==> src/rtl/if_fetch_ctrl.sv <==
// IF-stage fetch sequencer: owns the fetch PC, keeps one instruction-memory read
// outstanding, applies jump/branch and trap redirects, and hands instructions to ID.
module if_fetch_ctrl #(
  parameter int unsigned       ADDR_W   = 64,
  parameter int unsigned       INST_W   = 32,
  parameter logic [ADDR_W-1:0] PC_START = 64'h8000_0000
) (
  input  logic              clk,
  input  logic              rst,
  input  logic              if_fetch_stall_i,
  input  logic              if_fetch_jumpbranch_en_i,
  input  logic [ADDR_W-1:0] if_fetch_jumpbranch_addr_i,
  input  logic              if_fetch_trap_en_i,
  input  logic [ADDR_W-1:0] if_fetch_trap_addr_i,
  output logic              if_fetch_req_valid_o,
  output logic [ADDR_W-1:0] if_fetch_req_addr_o,
  input  logic              if_fetch_req_ready_i,
  input  logic              if_fetch_rsp_valid_i,
  input  logic [INST_W-1:0] if_fetch_rsp_data_i,
  output logic              if_fetch_inst_valid_o,
  output logic [INST_W-1:0] if_fetch_inst_o,
  output logic [ADDR_W-1:0] if_fetch_inst_addr_o,
  input  logic              if_fetch_id_ready_i,
  output logic [1:0]        dbg_state
);

  // Handshakes: a transfer happens on a rising edge where valid and ready are both
  // high. The request may be withdrawn or retargeted by a redirect before it is
  // accepted; the response side has no ready and arrives exactly once per accept.
  typedef enum logic [1:0] {
    S_REQ  = 2'd0,
    S_WAIT = 2'd1,
    S_HOLD = 2'd2
  } state_t;

  state_t            state, state_n;
  logic [ADDR_W-1:0] pc, pc_n;
  logic              kill, kill_n;
  logic [INST_W-1:0] inst_r, inst_n;
  logic [ADDR_W-1:0] inst_addr_r, inst_addr_n;
  logic              redir;
  logic [ADDR_W-1:0] tgt;
  logic              req_fire;

  assign redir = if_fetch_trap_en_i | if_fetch_jumpbranch_en_i;
  assign tgt   = if_fetch_trap_en_i ? if_fetch_trap_addr_i : if_fetch_jumpbranch_addr_i;

  always_ff @(posedge clk) begin
    if (rst) begin
      state       <= S_REQ;
      pc          <= PC_START;
      kill        <= 1'b0;
      inst_r      <= '0;
      inst_addr_r <= '0;
    end else begin
      state       <= state_n;
      pc          <= pc_n;
      kill        <= kill_n;
      inst_r      <= inst_n;
      inst_addr_r <= inst_addr_n;
    end
  end

  always_comb begin
    state_n               = state;
    pc_n                  = pc;
    kill_n                = kill;
    inst_n                = inst_r;
    inst_addr_n           = inst_addr_r;
    req_fire              = 1'b0;
    if_fetch_req_valid_o  = 1'b0;
    if_fetch_inst_valid_o = 1'b0;
    case (state)
      S_REQ: begin
        if_fetch_req_valid_o = ~if_fetch_stall_i & ~redir;
        req_fire             = ~if_fetch_stall_i & ~redir & if_fetch_req_ready_i;
        if (redir) begin
          pc_n = tgt;
        end else if (req_fire) begin
          state_n = S_WAIT;
        end
      end
      S_WAIT: begin
        if (redir) begin
          pc_n   = tgt;
          kill_n = 1'b1;
        end
        // A same-cycle redirect makes the arriving word stale as well.
        if (if_fetch_rsp_valid_i) begin
          if (kill | redir) begin
            kill_n  = 1'b0;
            state_n = S_REQ;
          end else begin
            inst_n      = if_fetch_rsp_data_i;
            inst_addr_n = pc;
            state_n     = S_HOLD;
          end
        end
      end
      S_HOLD: begin
        // A redirect here comes from an older instruction, so the held one dies now.
        if_fetch_inst_valid_o = ~redir;
        if (redir) begin
          pc_n    = tgt;
          state_n = S_REQ;
        end else if (if_fetch_id_ready_i) begin
          pc_n    = pc + ADDR_W'(4);
          state_n = S_REQ;
        end
      end
      default: begin
        state_n = S_REQ;
      end
    endcase
  end

  assign if_fetch_req_addr_o  = pc;
  assign if_fetch_inst_o      = inst_r;
  assign if_fetch_inst_addr_o = inst_addr_r;
  assign dbg_state            = state;

endmodule

==> config.mk <==
export PLATFORM = sky130hd
export DESIGN_NAME = if_fetch_ctrl
export DESIGN_NICKNAME = d
export VERILOG_FILES = /design/src/rtl/if_fetch_ctrl.sv
export SDC_FILE = /design/constraint.sdc
export NUM_CORES = 1
export LEC_CHECK = 0
export ABC_AREA = 1
export ABC_CLOCK_PERIOD_IN_PS = 1800
export CORE_AREA = 8 8 151 153
export CTS_CLUSTER_DIAMETER = 30
export DETAILED_ROUTE_END_ITERATION = 7
export DIE_AREA = 0 0 159 161
export PLACE_DENSITY = 0.92
export RECOVER_POWER = 50
export SLEW_MARGIN = 40
export SYNTH_ARGS = -nofsm -noshare
export SYNTH_HDL_FRONTEND = slang
export SYNTH_SLANG_ARGS = --single-unit
==> constraint.sdc <==
create_clock -name clk -period 1.8 [get_ports clk]
set_input_delay 0.36 -clock clk [delete_from_list [all_inputs] [get_ports clk]]
set_output_delay 0.36 -clock clk [all_outputs]
set_load 0.005 [all_outputs]
After elaboration in Yosys (flattened, before gate mapping)
Cells that the tools add are included.
{"block": "word_totals", "regBits": 163, "out_inout_bits": 164, "word_cells": 43}
{"block": "classes", "addsub": 1, "n_eq_ne": 7, "mux": 17, "bitwise_logic": 7, "reduce_logical": 6}
{"cell": "$mux W64", "n": 4}
{"cell": "$pmux W64 S2", "n": 1}
{"cell": "$add A64 B3 Y64 const B", "n": 1}
{"cell": "$mux W2", "n": 6}
{"cell": "$ne A2 B2 Y1 const B", "n": 3}
{"cell": "$pmux W2 S3", "n": 1}
{"cell": "$reduce_and A3 Y1", "n": 2}
{"cell": "$mux W1", "n": 5}
{"cell": "$reduce_and A4 Y1", "n": 1}
{"cell": "$ne A3 B3 Y1 const B", "n": 1}
{"cell": "$not A1 Y1", "n": 3}
{"cell": "$and A1 B1 Y1", "n": 2}
{"cell": "$eq A2 B1 Y1 const B", "n": 1}
{"cell": "$eq A2 B2 Y1 const B", "n": 1}
{"cell": "$logic_not A2 Y1", "n": 1}
{"cell": "$ne A2 B1 Y1 const B", "n": 1}
{"cell": "$or A1 B1 Y1", "n": 2}
{"cell": "$reduce_bool A2 Y1", "n": 1}
{"cell": "$reduce_or A2 Y1", "n": 1}

Logic depth before layout (Yosys ltp)
{"block": "depth", "ltp_word": 7, "depth_mapped": 12, "mapped_depth_nobuf": 12}

Worst setup path after synthesis
No wires, ideal clock.
{"block": "synth_path", "path_type": "register -> register", "start": "register pc[3] (netlist: if_fetch_req_addr_o[3])", "end": "register pc[40] (netlist: if_fetch_req_addr_o[40])", "setup_ns": 0.114, "arrival_time_ns": 1.556, "required_time_ns": 1.686, "setup_slack_ns": 0.131, "stages_incl_launch_ff": 13, "path_buffers": 0, "period_less_slack_ns": 1.669, "path_cell_list": "dfxtp_1 -> ha_1 -> nand2_1 -> nor2_4 -> nand2_4 -> nor2_4 -> nand2_2 -> nor2_2 -> nand2_1 -> nor2_1 -> nand2_1 -> a21oi_1 -> nor2_1"}
{"block": "synth_via", "elab_chain_cells": 4}
{"element": "start: declaration", "line_no": "37", "rtl": "logic [ADDR_W-1:0] pc, pc_n;"}
{"element": "start signal: assignment", "line_no": "57", "rtl": "pc <= pc_n;"}
{"element": "$add A64 B3 Y64", "line_no": "107", "rtl": "pc_n = pc + ADDR_W'(4);"}
{"element": "$mux W64", "line_no": "106", "rtl": "end else if (if_fetch_id_ready_i) begin"}
{"element": "$mux W64", "line_no": "103", "rtl": "if (redir) begin"}
{"element": "$pmux W64 S2", "line_no": "73", "rtl": "case (state)"}
Every way passes these cells. The select of a mux whose other input is x is not followed.
A chain may end at the register's enable or synchronous reset.

Final worst setup path
{"block": "layout_path", "start": "register pc[3] (netlist: if_fetch_req_addr_o[3])", "end": "register pc[39] (netlist: if_fetch_req_addr_o[39])"}
Same word-level chain as after synthesis.

==> summary.md <==
| Metric | Value |
|---|---|
| EDFF count, synth | `0` |
| Worst Hold Depth | `5` |
| Share of cells above drive strength 1 | `0.200` |
| I/O Buffers | `approximately 330` |
| Total Wirelength | `40700 um` |
| Area grow syn2layout | `63.3%` |
| Crit-path slowest cell | `dfxtp_2` |
| Die area | `0.0256 sq mm` |
| Clk sinks | `163` |
| Vias in the first global route | `between 10000 and 15000` |
| Count leader, synth | `nand2_1` |
| Max-slew headroom | `0.623` |
| Crit path max fanout | `4` |
| # H-tree levels | `4` |
| GRT Total Usage | `0.299` |
| Hold Startpoint | `rst` |
| Reg2reg end | `if_fetch_req_addr_o[39]` |
| Synth Register Bits | `163` |
| Worst R2R Path Depth | `12` |
| CP Capture Type | `register` |
| Worst-path cell chain | `buf_4, nand2_1, nor2_4, nand2_2, nor2_4, buf_4, inv_2, nor2_4, nand3_1, nand3_1, nand2_1, a21oi_2` |
| Routability cong. | `approximately 0.94` |
| Synth area leaders | `dfxtp_1 (36%), nand2_1 (15%), nor2_1 (9.7%)` |
| R2r setup slk | `a little over 10 ps` |
| Vias | `11700` |
| FILL cells | `1607` |
| Syn_area_per_cell | `about 6.3 sq um` |
| Root Buffer | `clkbuf_16` |
| Worst path most repeated cell | `nor2_4` |
| Post-place setup slack | `-535 ps` |
| WS Path Type | `register to register` |
| Max Fclk | `roughly 0.56 GHz` |
| RSZ-0062 raised after global routing | `yes` |
| Gate Count Post-Synth | `1435` |
| Area leader, netlist | `dfxtp_1` |
| Asr flop ratio synth | `0` |
| Synth Warn # | `0` |
| Final Hold Viols | `0` |
| Multi-input logic area | `0.00539 sq mm` |
| Hpwl dp | `roughly 31000 um` |
| Core area | `slightly above 0.02 sq mm` |
| Status | `complete, no violations` |
| Initial Util | `0.440` |
| Storage element area | `0.00337 sq mm` |
| Worst-path clk slew | `70 ps` |
| Final Max Tran Viols | `0` |
| Final setup vio count | `0` |
| Most used DFF post-synth | `dfxtp_1` |
| Drt via density | `5.42` |
| # IOs | `332` |
| Max rail drop VDD | `approximately 620 uV` |
| Post-route ant nets | `0` |
| Max-Cap Viols | `0` |
| CTS tree | `yes` |
| Iter 0 DRT Violations | `~1200` |
| Sequential area share after synthesis | `0.361` |
| Grt total ovfl | `0` |
| CTS Buf Count | `17` |
| Critical path startpoint category | `register` |
| Die X-Extent | `between 150 and 200 um` |
| Max Buffers Root-to-Sink | `2` |
| Initial antenna violation count | `0` |
| Slew @ Worst Pin | `approximately 570 ps` |
| Standard-cell row count | `53` |
| Clk_lat worst skew | `about 440 ps` |
| Largest net degree at the start of global routing | `between 60 and 70` |
| Pleak | `around 0.006 uW` |
| Synth top area share | `0.361` |
| Chip height | `161 um` |
| Inserted Diodes | `0` |
| Global-route wire length before repair | `slightly above 60000 um` |
| Crit path DAT | `roughly 2100 ps` |
| Post-CTS Hold Buffers | `0` |
| Reg-to-Reg Start | `if_fetch_req_addr_o[3]` |
| Fin crit share | `0.994` |
| Pwr Density | `about 620 mW/mm^2` |
| Post-synth net total | `between 1500 and 2000` |
| Fin crit period | `between 1500 and 2000 ps` |
| Setup ws final | `around 10 ps` |
| Post-route non-filler standard cell count | `between 2000 and 2500` |
| CP peak stage delay | `approximately 360 ps` |
| Netlist cell types | `39` |
| Worst EP required | `between 2000 and 2500 ps` |
| Hold Crit Class | `primary input to register` |
| Hold endpoint | `dbg_state[0]` |
| WP buf/inv | `3` |
| Util after Layout | `0.719` |
| Synthesized cell area | `just over 0.009 sq mm` |
| Final Skew | `12.6 ps` |
| Critical path's top delay family | `simple AND/OR/NAND/NOR gates` |
| DRC | `0` |
| Commonest cells post-synth | `nand2_1 (353), nor2_1 (234), dfxtp_1 (163)` |
| Inst Count DP | `~2100` |
| DR WL/cell | `roughly 19 um` |
| Pre-antenna DRT Iters | `5` |
| Nets | `around 2000` |
==> sequential cells by signal, indices dropped and copies added, names as in the netlist <==
name / count
dbg_state: 2
if_fetch_inst_addr_o: 64
if_fetch_inst_o: 32
if_fetch_req_addr_o: 64
kill: 1
==> per-stage QoR <==
step	hold WS [ps]	cell area, sq um	power (uW)	setup TNS, ps
final	446	14800	9220	0
after global routing	450	14800	9550	-729
after CTS	435	14400	9150	0
after detailed placement	471	13600	5560	-45910
after global placement	462	13600	5530	-36240
after floorplan	480	9050	4500	0
==> how the worst max path moves through the flow <==
stage,from,endpoint,slack (ps),depth (start not counted)
after floorplan,if_fetch_req_addr_o[3],if_fetch_req_addr_o[40],130,12
after detailed placement,if_fetch_jumpbranch_en_i,if_fetch_req_valid_o,-540,5
final,if_fetch_req_addr_o[3],if_fetch_req_addr_o[39],10,12
after CTS,if_fetch_req_addr_o[31],if_fetch_req_addr_o[31],0.5,2
after global placement,if_fetch_jumpbranch_en_i,if_fetch_req_valid_o,-420,5
after global routing,if_fetch_req_addr_o[3],if_fetch_req_addr_o[47],-130,11
==> per-layer routing <==
metal / GRT usage / vias up / wire length, um
met3: 0.0708 / 85 / 3590
met5: 0 / - / 0
met4: 0.104 / 0 / 1250
met1: 0.363 / 5426 / 16500
met2: 0.510 / 634 / 19400
li1: - / 5546 / -
==> logic make-up after synthesis <==
group / synth area share
fa+ha+maj: 0.00138
mux: 0.0177
xor+xnor: 0.00581
flops: 0.361
buf+inv: 0.0800
simple gates: 0.345
compound gates: 0.189
==> cells in the final DEF (no fill, tap or decap), types with 3 or more instances in the layout <==
master           instances
inv_6                    6
nor3_2                   9
inv_2                   13
dlymetal6s2s_1          12
nand3_1                 58
nand2_1                338
buf_12                  11
nand2_4                  8
buf_4                  142
o211ai_1                 7
o32ai_1                  3
dfxtp_2                 44
nor2_4                  20
nand2_2                 15
nand4_1                 19
o21ai_1                 38
clkbuf_16               19
buf_6                    4
mux2i_1                 16
a31oi_1                  5
dfxtp_1                106
inv_8                    3
xor2_1                   6
a21oi_2                  7
nor3_1                  12
inv_1                   91
nor2_1                 211
o21ai_0                149
dfxtp_4                 13
clkdlybuf4s50_1        292
nor2_2                  31
dlygate4sd2_1           22
o21bai_1                 4
a21oi_1                108
buf_2                    3
or2_2                    9
==> area by class of cell <==
type                            instances  area share
Clock buffer                           18      0.0290
Clock inverter                         14     0.00965
Inverter                              105      0.0270
Multi-Input combinational cell       1090       0.365
Sequential cell                       163       0.228
Tap cell                              275      0.0233
Timing Repair Buffer                  492       0.319
==> power breakdown <==
| part | total (uW) | switching (uW) | internal [uW] |
|---|---|---|---|
| logic | 1670 | 774 | 894 |
| clock network | 3650 | 1690 | 1950 |
| registers | 3900 | 158 | 3740 |
| total | 9220 | 2630 | 6590 |
==> repair_timing <==
item	4_1_cts	5_1_grt
gates cloned	0	2
resized for setup	95	111
setup buffers	9	4
pin swaps	1	12
setup endpoints to repair	68	71
==> worst reg2reg max path, delay by kind of cell (launching register included) <==
family / cells / cell delay (ps)
buffers and inverters: 3 / 290
flip-flops: 1 / 360
AND/OR/NAND/NOR: 8 / 880
AO/OA/AOI/OAI: 1 / 180
(Power assumes the default switching activity.)
